==> config.mk <==
export PLATFORM = sky130hd
export DESIGN_NAME = mdu_scheduler_flat
export DESIGN_NICKNAME = d
export VERILOG_FILES = /design/src/rtl/mdu_scheduler_if.sv /design/src/rtl/mdu_scheduler.sv /design/src/flat_wrapper.sv
export SDC_FILE = /design/constraint.sdc
export NUM_CORES = 1
export LEC_CHECK = 0
export ABC_AREA = 1
export CAP_MARGIN = 10
export CORE_ASPECT_RATIO = 0.7
export CORE_MARGIN = 5
export CORE_UTILIZATION = 31
export CTS_BUF_LIST = sky130_fd_sc_hd__clkbuf_8 sky130_fd_sc_hd__clkbuf_16
export CTS_CLUSTER_DIAMETER = 150
export DETAILED_ROUTE_END_ITERATION = 8
export GPL_TIMING_DRIVEN = 0
export PLACE_DENSITY = 0.56
export SETUP_SLACK_MARGIN = 0.02
export SYNTH_ARGS = -nofsm -noshare
export SYNTH_HDL_FRONTEND = slang
export SYNTH_SLANG_ARGS = --single-unit
export TNS_END_PERCENT = 50
==> constraint.sdc <==
create_clock -name clk -period 1.96 [get_ports clk]
set_clock_uncertainty 0.1 [all_clocks]
set_input_delay 0.294 -clock clk [delete_from_list [all_inputs] [get_ports clk]]
set_output_delay 0.294 -clock clk [all_outputs]
set_load 0.1 [all_outputs]
==> src/rtl/mdu_scheduler_if.sv <==
// rtl/mdu_scheduler_if.sv - issue, unit handshake and writeback bundle for mdu_scheduler
interface mdu_scheduler_if #(
    parameter int CNT_W = 32
);
    logic             hold;
    logic             flush;
    logic             issue_valid;
    logic [1:0]       issue_class;
    logic [4:0]       issue_rd;
    logic             issue_regwrite;
    logic             mul_ready;
    logic             div_ready;
    logic             fpu_stall;
    logic             mul_start;
    logic             div_start;
    logic             fpu_start;
    logic             ex_stall;
    logic             wb_valid;
    logic [1:0]       wb_class;
    logic [4:0]       wb_rd;
    logic             wb_regwrite;
    logic             busy_valid;
    logic [4:0]       busy_rd;
    logic             timeout_err;
    logic [CNT_W-1:0] stall_cycles;

    modport slave (
        input  hold, flush, issue_valid, issue_class, issue_rd, issue_regwrite,
               mul_ready, div_ready, fpu_stall,
        output mul_start, div_start, fpu_start, ex_stall,
               wb_valid, wb_class, wb_rd, wb_regwrite,
               busy_valid, busy_rd, timeout_err, stall_cycles
    );

    modport master (
        output hold, flush, issue_valid, issue_class, issue_rd, issue_regwrite,
               mul_ready, div_ready, fpu_stall,
        input  mul_start, div_start, fpu_start, ex_stall,
               wb_valid, wb_class, wb_rd, wb_regwrite,
               busy_valid, busy_rd, timeout_err, stall_cycles
    );
endinterface

==> src/rtl/mdu_scheduler.sv <==
// rtl/mdu_scheduler.sv - issue/completion sequencer for the MUL, DIV and FPU multicycle units
module mdu_scheduler #(
    parameter int TIMEOUT = 64,
    parameter int CNT_W   = 32
) (
    input  logic           clk,
    input  logic           Rst_n,
    mdu_scheduler_if.slave bus
);
    localparam int WAIT_W = $clog2(TIMEOUT);

    typedef enum logic [2:0] {
        S_IDLE,
        S_WAIT_MUL,
        S_WAIT_DIV,
        S_WAIT_FPU,
        S_DONE
    } state_t;

    state_t            state, state_nxt;
    logic [1:0]        cls_q, cls_nxt;
    logic [4:0]        rd_q, rd_nxt;
    logic              rw_q, rw_nxt;
    logic [WAIT_W-1:0] wait_q, wait_nxt;
    logic              terr_q, terr_nxt;
    logic [CNT_W-1:0]  stall_q;
    logic              launch, waiting, unit_ready;
    logic              mul_start, div_start, fpu_start, ex_stall, wb_valid;

    always_ff @(posedge clk or negedge Rst_n) begin
        if (!Rst_n) begin
            state   <= S_IDLE;
            cls_q   <= '0;
            rd_q    <= '0;
            rw_q    <= 1'b0;
            wait_q  <= '0;
            terr_q  <= 1'b0;
            stall_q <= '0;
        end else if (!bus.hold) begin
            state  <= state_nxt;
            cls_q  <= cls_nxt;
            rd_q   <= rd_nxt;
            rw_q   <= rw_nxt;
            wait_q <= wait_nxt;
            terr_q <= terr_nxt;
            if (ex_stall && stall_q != '1)
                stall_q <= stall_q + 1'b1;
        end
    end

    always_comb begin
        state_nxt  = state;
        cls_nxt    = cls_q;
        rd_nxt     = rd_q;
        rw_nxt     = rw_q;
        wait_nxt   = wait_q;
        terr_nxt   = terr_q;
        mul_start  = 1'b0;
        div_start  = 1'b0;
        fpu_start  = 1'b0;
        ex_stall   = 1'b0;
        wb_valid   = 1'b0;
        // Rst_n gates the issue path so every output reads 0 while reset is held
        launch     = Rst_n && state == S_IDLE && bus.issue_valid && bus.issue_class != 2'b00
                     && !bus.hold && !bus.flush;
        waiting    = state == S_WAIT_MUL || state == S_WAIT_DIV || state == S_WAIT_FPU;
        unit_ready = (state == S_WAIT_MUL && bus.mul_ready) ||
                     (state == S_WAIT_DIV && bus.div_ready) ||
                     (state == S_WAIT_FPU && !bus.fpu_stall);

        if (launch) begin
            mul_start = bus.issue_class == 2'b01;
            div_start = bus.issue_class == 2'b10;
            fpu_start = bus.issue_class == 2'b11;
        end
        ex_stall = launch || waiting;
        wb_valid = state == S_DONE && !(bus.flush && !bus.hold);

        if (bus.flush) begin
            state_nxt = S_IDLE;
            wait_nxt  = '0;
        end else begin
            case (state)
                S_IDLE: begin
                    if (launch) begin
                        cls_nxt  = bus.issue_class;
                        rd_nxt   = bus.issue_rd;
                        rw_nxt   = bus.issue_regwrite;
                        wait_nxt = '0;
                        case (bus.issue_class)
                            2'b01:   state_nxt = S_WAIT_MUL;
                            2'b10:   state_nxt = S_WAIT_DIV;
                            default: state_nxt = S_WAIT_FPU;
                        endcase
                    end
                end
                S_WAIT_MUL, S_WAIT_DIV, S_WAIT_FPU: begin
                    if (unit_ready) begin
                        state_nxt = S_DONE;
                    end else if (wait_q == WAIT_W'(TIMEOUT - 1)) begin
                        // abandon the op: completion still retires it, but without a register write
                        state_nxt = S_DONE;
                        terr_nxt  = 1'b1;
                        rw_nxt    = 1'b0;
                    end else begin
                        wait_nxt = wait_q + 1'b1;
                    end
                end
                default: begin
                    state_nxt = S_IDLE;
                    wait_nxt  = '0;
                end
            endcase
        end
    end

    assign bus.mul_start    = mul_start;
    assign bus.div_start    = div_start;
    assign bus.fpu_start    = fpu_start;
    assign bus.ex_stall     = ex_stall;
    assign bus.wb_valid     = wb_valid;
    assign bus.wb_class     = wb_valid ? cls_q : 2'b00;
    assign bus.wb_rd        = wb_valid ? rd_q : 5'd0;
    assign bus.wb_regwrite  = wb_valid && rw_q;
    assign bus.busy_valid   = state != S_IDLE;
    assign bus.busy_rd      = state != S_IDLE ? rd_q : 5'd0;
    assign bus.timeout_err  = terr_q;
    assign bus.stall_cycles = stall_q;
endmodule

==> src/flat_wrapper.sv <==
// flat-port wrapper written by rule: the top's interface ports become plain ports
module mdu_scheduler_flat 
#(
    parameter int TIMEOUT = 64,
    parameter int CNT_W   = 32
)
  (clk, Rst_n, bus_hold, bus_flush, bus_issue_valid, bus_issue_class, bus_issue_rd, bus_issue_regwrite, bus_mul_ready, bus_div_ready, bus_fpu_stall, bus_mul_start, bus_div_start, bus_fpu_start, bus_ex_stall, bus_wb_valid, bus_wb_class, bus_wb_rd, bus_wb_regwrite, bus_busy_valid, bus_busy_rd, bus_timeout_err, bus_stall_cycles);
  mdu_scheduler_if #(.CNT_W(CNT_W)) bus_i ();
  input  logic clk;
  input  logic Rst_n;
  input wire logic [$bits(bus_i.hold)-1:0] bus_hold;
  input wire logic [$bits(bus_i.flush)-1:0] bus_flush;
  input wire logic [$bits(bus_i.issue_valid)-1:0] bus_issue_valid;
  input wire logic [$bits(bus_i.issue_class)-1:0] bus_issue_class;
  input wire logic [$bits(bus_i.issue_rd)-1:0] bus_issue_rd;
  input wire logic [$bits(bus_i.issue_regwrite)-1:0] bus_issue_regwrite;
  input wire logic [$bits(bus_i.mul_ready)-1:0] bus_mul_ready;
  input wire logic [$bits(bus_i.div_ready)-1:0] bus_div_ready;
  input wire logic [$bits(bus_i.fpu_stall)-1:0] bus_fpu_stall;
  output wire logic [$bits(bus_i.mul_start)-1:0] bus_mul_start;
  output wire logic [$bits(bus_i.div_start)-1:0] bus_div_start;
  output wire logic [$bits(bus_i.fpu_start)-1:0] bus_fpu_start;
  output wire logic [$bits(bus_i.ex_stall)-1:0] bus_ex_stall;
  output wire logic [$bits(bus_i.wb_valid)-1:0] bus_wb_valid;
  output wire logic [$bits(bus_i.wb_class)-1:0] bus_wb_class;
  output wire logic [$bits(bus_i.wb_rd)-1:0] bus_wb_rd;
  output wire logic [$bits(bus_i.wb_regwrite)-1:0] bus_wb_regwrite;
  output wire logic [$bits(bus_i.busy_valid)-1:0] bus_busy_valid;
  output wire logic [$bits(bus_i.busy_rd)-1:0] bus_busy_rd;
  output wire logic [$bits(bus_i.timeout_err)-1:0] bus_timeout_err;
  output wire logic [$bits(bus_i.stall_cycles)-1:0] bus_stall_cycles;
  assign bus_i.hold = bus_hold;
  assign bus_i.flush = bus_flush;
  assign bus_i.issue_valid = bus_issue_valid;
  assign bus_i.issue_class = bus_issue_class;
  assign bus_i.issue_rd = bus_issue_rd;
  assign bus_i.issue_regwrite = bus_issue_regwrite;
  assign bus_i.mul_ready = bus_mul_ready;
  assign bus_i.div_ready = bus_div_ready;
  assign bus_i.fpu_stall = bus_fpu_stall;
  assign bus_mul_start = bus_i.mul_start;
  assign bus_div_start = bus_i.div_start;
  assign bus_fpu_start = bus_i.fpu_start;
  assign bus_ex_stall = bus_i.ex_stall;
  assign bus_wb_valid = bus_i.wb_valid;
  assign bus_wb_class = bus_i.wb_class;
  assign bus_wb_rd = bus_i.wb_rd;
  assign bus_wb_regwrite = bus_i.wb_regwrite;
  assign bus_busy_valid = bus_i.busy_valid;
  assign bus_busy_rd = bus_i.busy_rd;
  assign bus_timeout_err = bus_i.timeout_err;
  assign bus_stall_cycles = bus_i.stall_cycles;
  mdu_scheduler #(.TIMEOUT(TIMEOUT), .CNT_W(CNT_W)) u_core (.clk(clk), .Rst_n(Rst_n), .bus(bus_i));
endmodule
==> run summary, run 1 <==
Final Cycle Share: 1.02
Seq cells post-synth: 50
RSZ-0062 raised after global routing: yes
met1 Usage GRT: 0.256
relative slew slack: 0.354
first-pass GRT wire length: 17.3 mm
WL per Instance: 14.2 um
Post-DP Area: 4340 sq um
largest net degree at the start of global routing: 40
Rows: 31
Syn Std Cell Area: 3340 sq um
DIE HEIGHT: 96.8 um
half-perimeter wire length after placement: 8.05 mm
Synth Area per Inst: 6.59 sq um
global placement routability congestion: 0.891
clk_lat worst skew: 0.30 ns
Nets: 619
Tightest Hold Check Type: in2reg
DRT antenna net count: 0
fraction of power consumed by the clock network: 0.284
final WL: 10.4 mm
sequential power share: 0.344
Compound-Gate Fraction of Synth Area: 0.0225
post-synthesis mux area share: 0
synth unique cells: 26
Internal: 2.13 mW
Worst setup SP type: register
Final Slew Violations: 0
met3 usage: 0.0301
CTS max path bufs: 2
Hold Slack: 0.291 ns
max-cap violations: 0
CP Class: reg2out
CP required: 1.57 ns
vias in the first global route: 3299
post-synth top area cell: dfrtp_1
CP Data Arrival Time: 1.61 ns
TritonRoute pass-1 iters: 5
worst-margin pin slew: 0.973 ns
Die W: 134 um
share of cells above drive strength 1: 0.297
Lkg Pwr: 2.24 nW
Top FF cell, synth: dfrtp_1
CP endpoint: bus_wb_rd[3]
number of synthesized flops with an enable pin: 0
Crit. End Element: output pin
Peak supply drop: 0.000428 V
commonest cells in the netlist: nand2_1 (232), nor2_1 (88), dfrtp_1 (50)
synth warn: 0
sequential fraction of the synthesis area: 0.375
Post-Syn Nets: 524
sw power: 1.48 mW
Initial DRC Count: 227
Initial Util: 0.320
Antenna diodes: 0
worst-case reg-to-reg path depth: 10
Num CTS Buffers: 5
Die Footprint: 13000 sq um
largest fanout on the critical path: 8
Comb power frac: 0.372
vias: 3440
Reg2Reg Setup Slack: 0.08 ns
GR Overflow Total: 0
xor/xnor cell area share of the yosys netlist: 0.0394
post-synthesis async set-or-reset flop share: 1.00
clk sinks: 50
num ports: 68
fin crit period: 2.00 ns
share of the synthesized area in the top cell type: 0.375
FMAX: 0.499 GHz
cell area after layout: 4890 sq um
pwr dens: 739 nW/um^2
DRC viols: 0
I/O Buffers: 66
failing checks: negative setup slack
htree depth: 2
reg2reg end: u_core.bus.stall_cycles[30]$_DFFE_PN0P_
most common cell in the netlist: nand2_1
Final setup viols: 8
Cells after Synth: 506
met2 Use GR: 0.233
Core Region: 10400 sq um
endpoints failing hold: 0
Area Overhead vs Synth: 46.5%
Global Route Usage Sum: 0.164
status: finished, violations left
worst setup path startpoint: u_core.state[1]$_DFFE_PN0P_
vias per std cell: 4.69
setup_tns: -0.198 ns
Most Used Layer, Global Route: met1
antenna violations before repair: 0
Post-Synth Adder-Cell Area: 0.00750
Setup WS post-layout: -0.0424 ns
Root Buffer: clkbuf_16
largest cells by area after synthesis: dfrtp_1 (38%), nand2_1 (26%), nor2_1 (9.9%)
CTS tree: done
largest family of logic cells by synthesized area: simple AND/OR/NAND/NOR gates
Synth Area in Simple Gates: 0.495
Worst-path clk slew: 0.07 ns
sw frac: 0.410
worst flop-to-flop path startpoint: u_core.state[2]$_DFFE_PN0P_
==> repair_timing <==
item	in CTS	in global routing
setup buffers	10	7
hold endpoints to repair	11	0
endpoints found under the setup margin	54	53
gates cloned	0	2
pin swaps	7	5
hold buffers	2	0
gates resized for setup	256	21
==> metrics by stage <==
step | std cells | total power [mW] | setup WS [ns] | util
floorplan | 506 | 2.18 | -1.00 | -
global placement | 704 | 2.49 | -3.09 | 0.414
detailed placement | 705 | 2.50 | -1.27 | 0.416
CTS | 725 | 3.59 | -0.0671 | 0.458
global route | 734 | 3.78 | -0.139 | 0.469
finish | 734 | 3.61 | -0.0424 | 0.469
==> critical path, cell delays in order, from the launching register on <==
cell	delay [ns]
dfrtp_1	0.40
inv_2	0.07
nand2_4	0.07
nor3_4	0.16
clkinvlp_4	0.13
buf_12	0.16
nor2_4	0.12
buf_12	0.18
==> power groups by stage <==
stage                     Combinational, mW  Clock (mW)  Sequential (mW)
after global routing                   1.43        1.09             1.26
after global placement                 1.21           0             1.28
after detailed placement               1.23           0             1.28
after CTS                              1.28        1.06             1.25
final                                  1.34        1.03             1.24
after floorplan                       0.660           0             1.52
==> layer usage <==
layer  up-vias  share of wire  wire, um
met5         -              0         0
met2        98           0.41      4240
li1       1748              -         -
met4         0         0.0085        89
met3         7          0.067       703
met1      1587           0.52      5420
==> cells in the final DEF (no fill, tap or decap), types with 14 or more instances in the layout <==
cell type,n
nand2_1,228
nor2_1,71
clkdlybuf4s15_2,31
dfrtp_2,30
inv_1,26
buf_4,23
nor2_4,19
nand2_2,18
dfrtp_1,18
nand3b_1,15
buf_12,14
==> area by class of cell <==
class                      count  area, sq um
fill                        1050         5550
multi-input combinational    416         2060
sequential                    50         1300
timing repair buffer          88          983
tap                          132          165
inverter                      32          131
clock buffer                   5          125
buffer                         8         81.3
clock inverter                 3         43.8
==> registers in the layout, summed over array words and instances (netlist names) <==
register and cells:
u_core.bus.timeout_err 1, u_core.rw_q 1, u_core.bus.stall_cycles 32, u_core.rd_q 5, u_core.cls_q 2, u_core.state 3
u_core.wait_q 6
==> how the worst min path moves through the flow <==
stage / startpoint / to / slack (ns) / cells past startpoint
6_report: bus_flush / u_core.wait_q[3]$_DFFE_PN0P_ / 0.29 / 4
3_3_place_gp: u_core.bus.timeout_err$_DFFE_PN0P_ / u_core.bus.timeout_err$_DFFE_PN0P_ / 0.37 / 1
5_1_grt: bus_flush / u_core.wait_q[5]$_DFFE_PN0P_ / 0.33 / 4
2_1_floorplan: Rst_n / u_core.bus.stall_cycles[10]$_DFFE_PN0P_ / -0.10 / 0
4_1_cts: bus_flush / u_core.wait_q[3]$_DFFE_PN0P_ / 0.29 / 4
3_5_place_dp: Rst_n / u_core.wait_q[0]$_DFFE_PN0P_ / 0.13 / 1
==> logic make-up after synthesis <==
group / count (synthesis)
adder cells (fa/ha/maj): 2
buffers and inverters: 40
AND/OR/NAND/NOR: 385
flip-flops: 50
AO/OA/AOI/OAI: 14
XOR/XNOR: 15
Note: power is estimated with default switching activity, not from simulation.
==> inputs of run 2 (changes only) <==
--- a/config.mk
+++ b/config.mk
@@ -13,7 +13,8 @@
 export CTS_BUF_LIST = sky130_fd_sc_hd__clkbuf_8 sky130_fd_sc_hd__clkbuf_16
 export CTS_CLUSTER_DIAMETER = 150
 export DETAILED_ROUTE_END_ITERATION = 8
-export GPL_TIMING_DRIVEN = 0
+export GPL_ROUTABILITY_DRIVEN = 0
+export GPL_TIMING_DRIVEN = 1
 export PLACE_DENSITY = 0.56
 export SETUP_SLACK_MARGIN = 0.02
 export SYNTH_ARGS = -nofsm -noshare
==> run summary, run 2 (synthesized netlist as in run 1, its figures left out) <==
WL per Instance: 13.5 um
Rows: 31
Final Cycle Share: 0.988
# fillers: 995
GR Overflow Total: 0
DRT antenna net count: 0
Core Region: 10400 sq um
half-perimeter wire length after placement: 7.96 mm
endpoints failing hold: 0
worst-margin pin slew: 0.642 ns
Peak supply drop: 0.000694 V
htree depth: 2
first-pass GRT wire length: 17.3 mm
Global Route Usage Sum: 0.163
TritonRoute pass-1 iters: 5
final WL: 9.98 mm
share of cells above drive strength 1: 0.300
Comb power frac: 0.406
vias per std cell: 4.68
largest fanout on the critical path: 3
CP required: 1.57 ns
clk sinks: 50
Nets: 624
fin crit period: 1.94 ns
FMAX: 0.516 GHz
worst flop-to-flop path startpoint: u_core.bus.stall_cycles[1]$_DFFE_PN0P_
Reg2Reg Setup Slack: 0.18 ns
relative slew slack: 0.572
Hold Slack: 0.0508 ns
reg2reg end: u_core.bus.stall_cycles[27]$_DFFE_PN0P_
vias: 3457
CP Data Arrival Time: 1.54 ns
Die Footprint: 13000 sq um
fraction of power consumed by the clock network: 0.251
Initial Util: 0.320
vias in the first global route: 3346
Worst setup SP type: input pin
largest net degree at the start of global routing: 51
CP Class: in2out
DRC viols: 0
Multi-input gate area: 2030 sq um
CTS max path bufs: 2
worst-case reg-to-reg path depth: 11
max reg flops: 32
DP Worst Slack: -0.113 ns
DIE HEIGHT: 96.8 um
most common cell after layout, fill and taps aside: nand2_1
Die W: 134 um
antenna violations before repair: 0
Final setup viols: 0
Crit. End Element: output pin
Area Overhead vs Synth: 57.1%
max-cap violations: 0
Worst-path clk slew: 0.07 ns
Root Buffer: clkbuf_16
Tightest Hold Check Type: in2async
Lkg Pwr: 2.38 nW
CTS tree: done
sw frac: 0.414
Reg area: 1300 sq um
most frequent cells in the layout: nand2_1 (230), nor2_1 (75), buf_12 (54)
status: finished, final reports clean
Setup WS post-layout: 0.0228 ns
Antenna diodes: 0
I/O Buffers: 67
pwr dens: 706 nW/um^2
sw power: 1.53 mW
num ports: 68
sequential power share: 0.343
clk_lat worst skew: 0.30 ns
Internal: 2.17 mW
Initial DRC Count: 291
Num CTS Buffers: 5
Final Slew Violations: 0
RSZ-0062 raised after global routing: yes
==> run 2: layout make-up <==
type / count / share of cell area
clock inverter: 3 / 0.00549
timing repair buffer: 101 / 0.280
clock buffer: 5 / 0.0239
inverter: 32 / 0.0234
sequential: 50 / 0.248
multi-input combinational: 416 / 0.388
tap: 132 / 0.0315
==> run 2: critical path, cell delays in order <==
cell and delay [ns]:
clkdlybuf4s50_1 0.45, nand2_1 0.08, nor2_4 0.14, nand3_4 0.11, inv_4 0.09, nand2_4 0.06
nor2_4 0.12, buf_12 0.18
==> run 2: layer usage <==
layer  vias to the layer above  track usage  share of wire
li1                       1763            -              -
met1                      1585        0.253           0.51
met2                       101        0.234           0.41
met3                         8       0.0301          0.070
met4                         0       0.0364          0.010
met5                         -            0              0
==> run 2: power by group through the flow <==
stage	logic, mW	clock network [mW]	registers (mW)
2_1_floorplan	0.660	0	1.52
3_3_place_gp	1.47	0	1.29
3_5_place_dp	1.48	0	1.29
4_1_cts	1.51	0.963	1.27
5_1_grt	1.59	0.998	1.29
6_report	1.50	0.930	1.27
==> run 2: worst max-delay path by stage <==
stage / cells after the start / slack [ns] / from / end
after floorplan: 5 / -1.0 / u_core.state[1]$_DFFE_PN0P_ / bus_wb_class[0]
after global placement: 8 / -0.05 / bus_issue_class[0] / bus_fpu_start
after detailed placement: 9 / -0.11 / bus_issue_class[0] / u_core.wait_q[5]$_DFFE_PN0P_
after CTS: 8 / -0.03 / u_core.state[1]$_DFFE_PN0P_ / bus_fpu_start
after global routing: 7 / -0.04 / u_core.state[2]$_DFFE_PN0P_ / bus_fpu_start
final: 8 / 0.02 / bus_issue_valid / bus_fpu_start
==> run 2: timing repair <==
item	in CTS	in global routing
pin swaps	7	7
buffers inserted	6	1
cloned	0	0
endpoints found under the setup margin	12	18
hold buffers	0	0
hold endpoints to repair	0	0
gates resized for setup	13	6
==> run 2: metrics by stage <==
step,power (mW),setup TNS [ns],util,cells,cell area (sq um)
2_1_floorplan,2.18,-9.64,-,506,3490
3_3_place_gp,2.75,-1.81,0.479,725,5000
3_5_place_dp,2.77,-4.12,0.479,725,5000
4_1_cts,3.74,-0.0652,0.500,738,5210
5_1_grt,3.87,-0.129,0.502,739,5240
6_report,3.70,0,0.502,739,5240
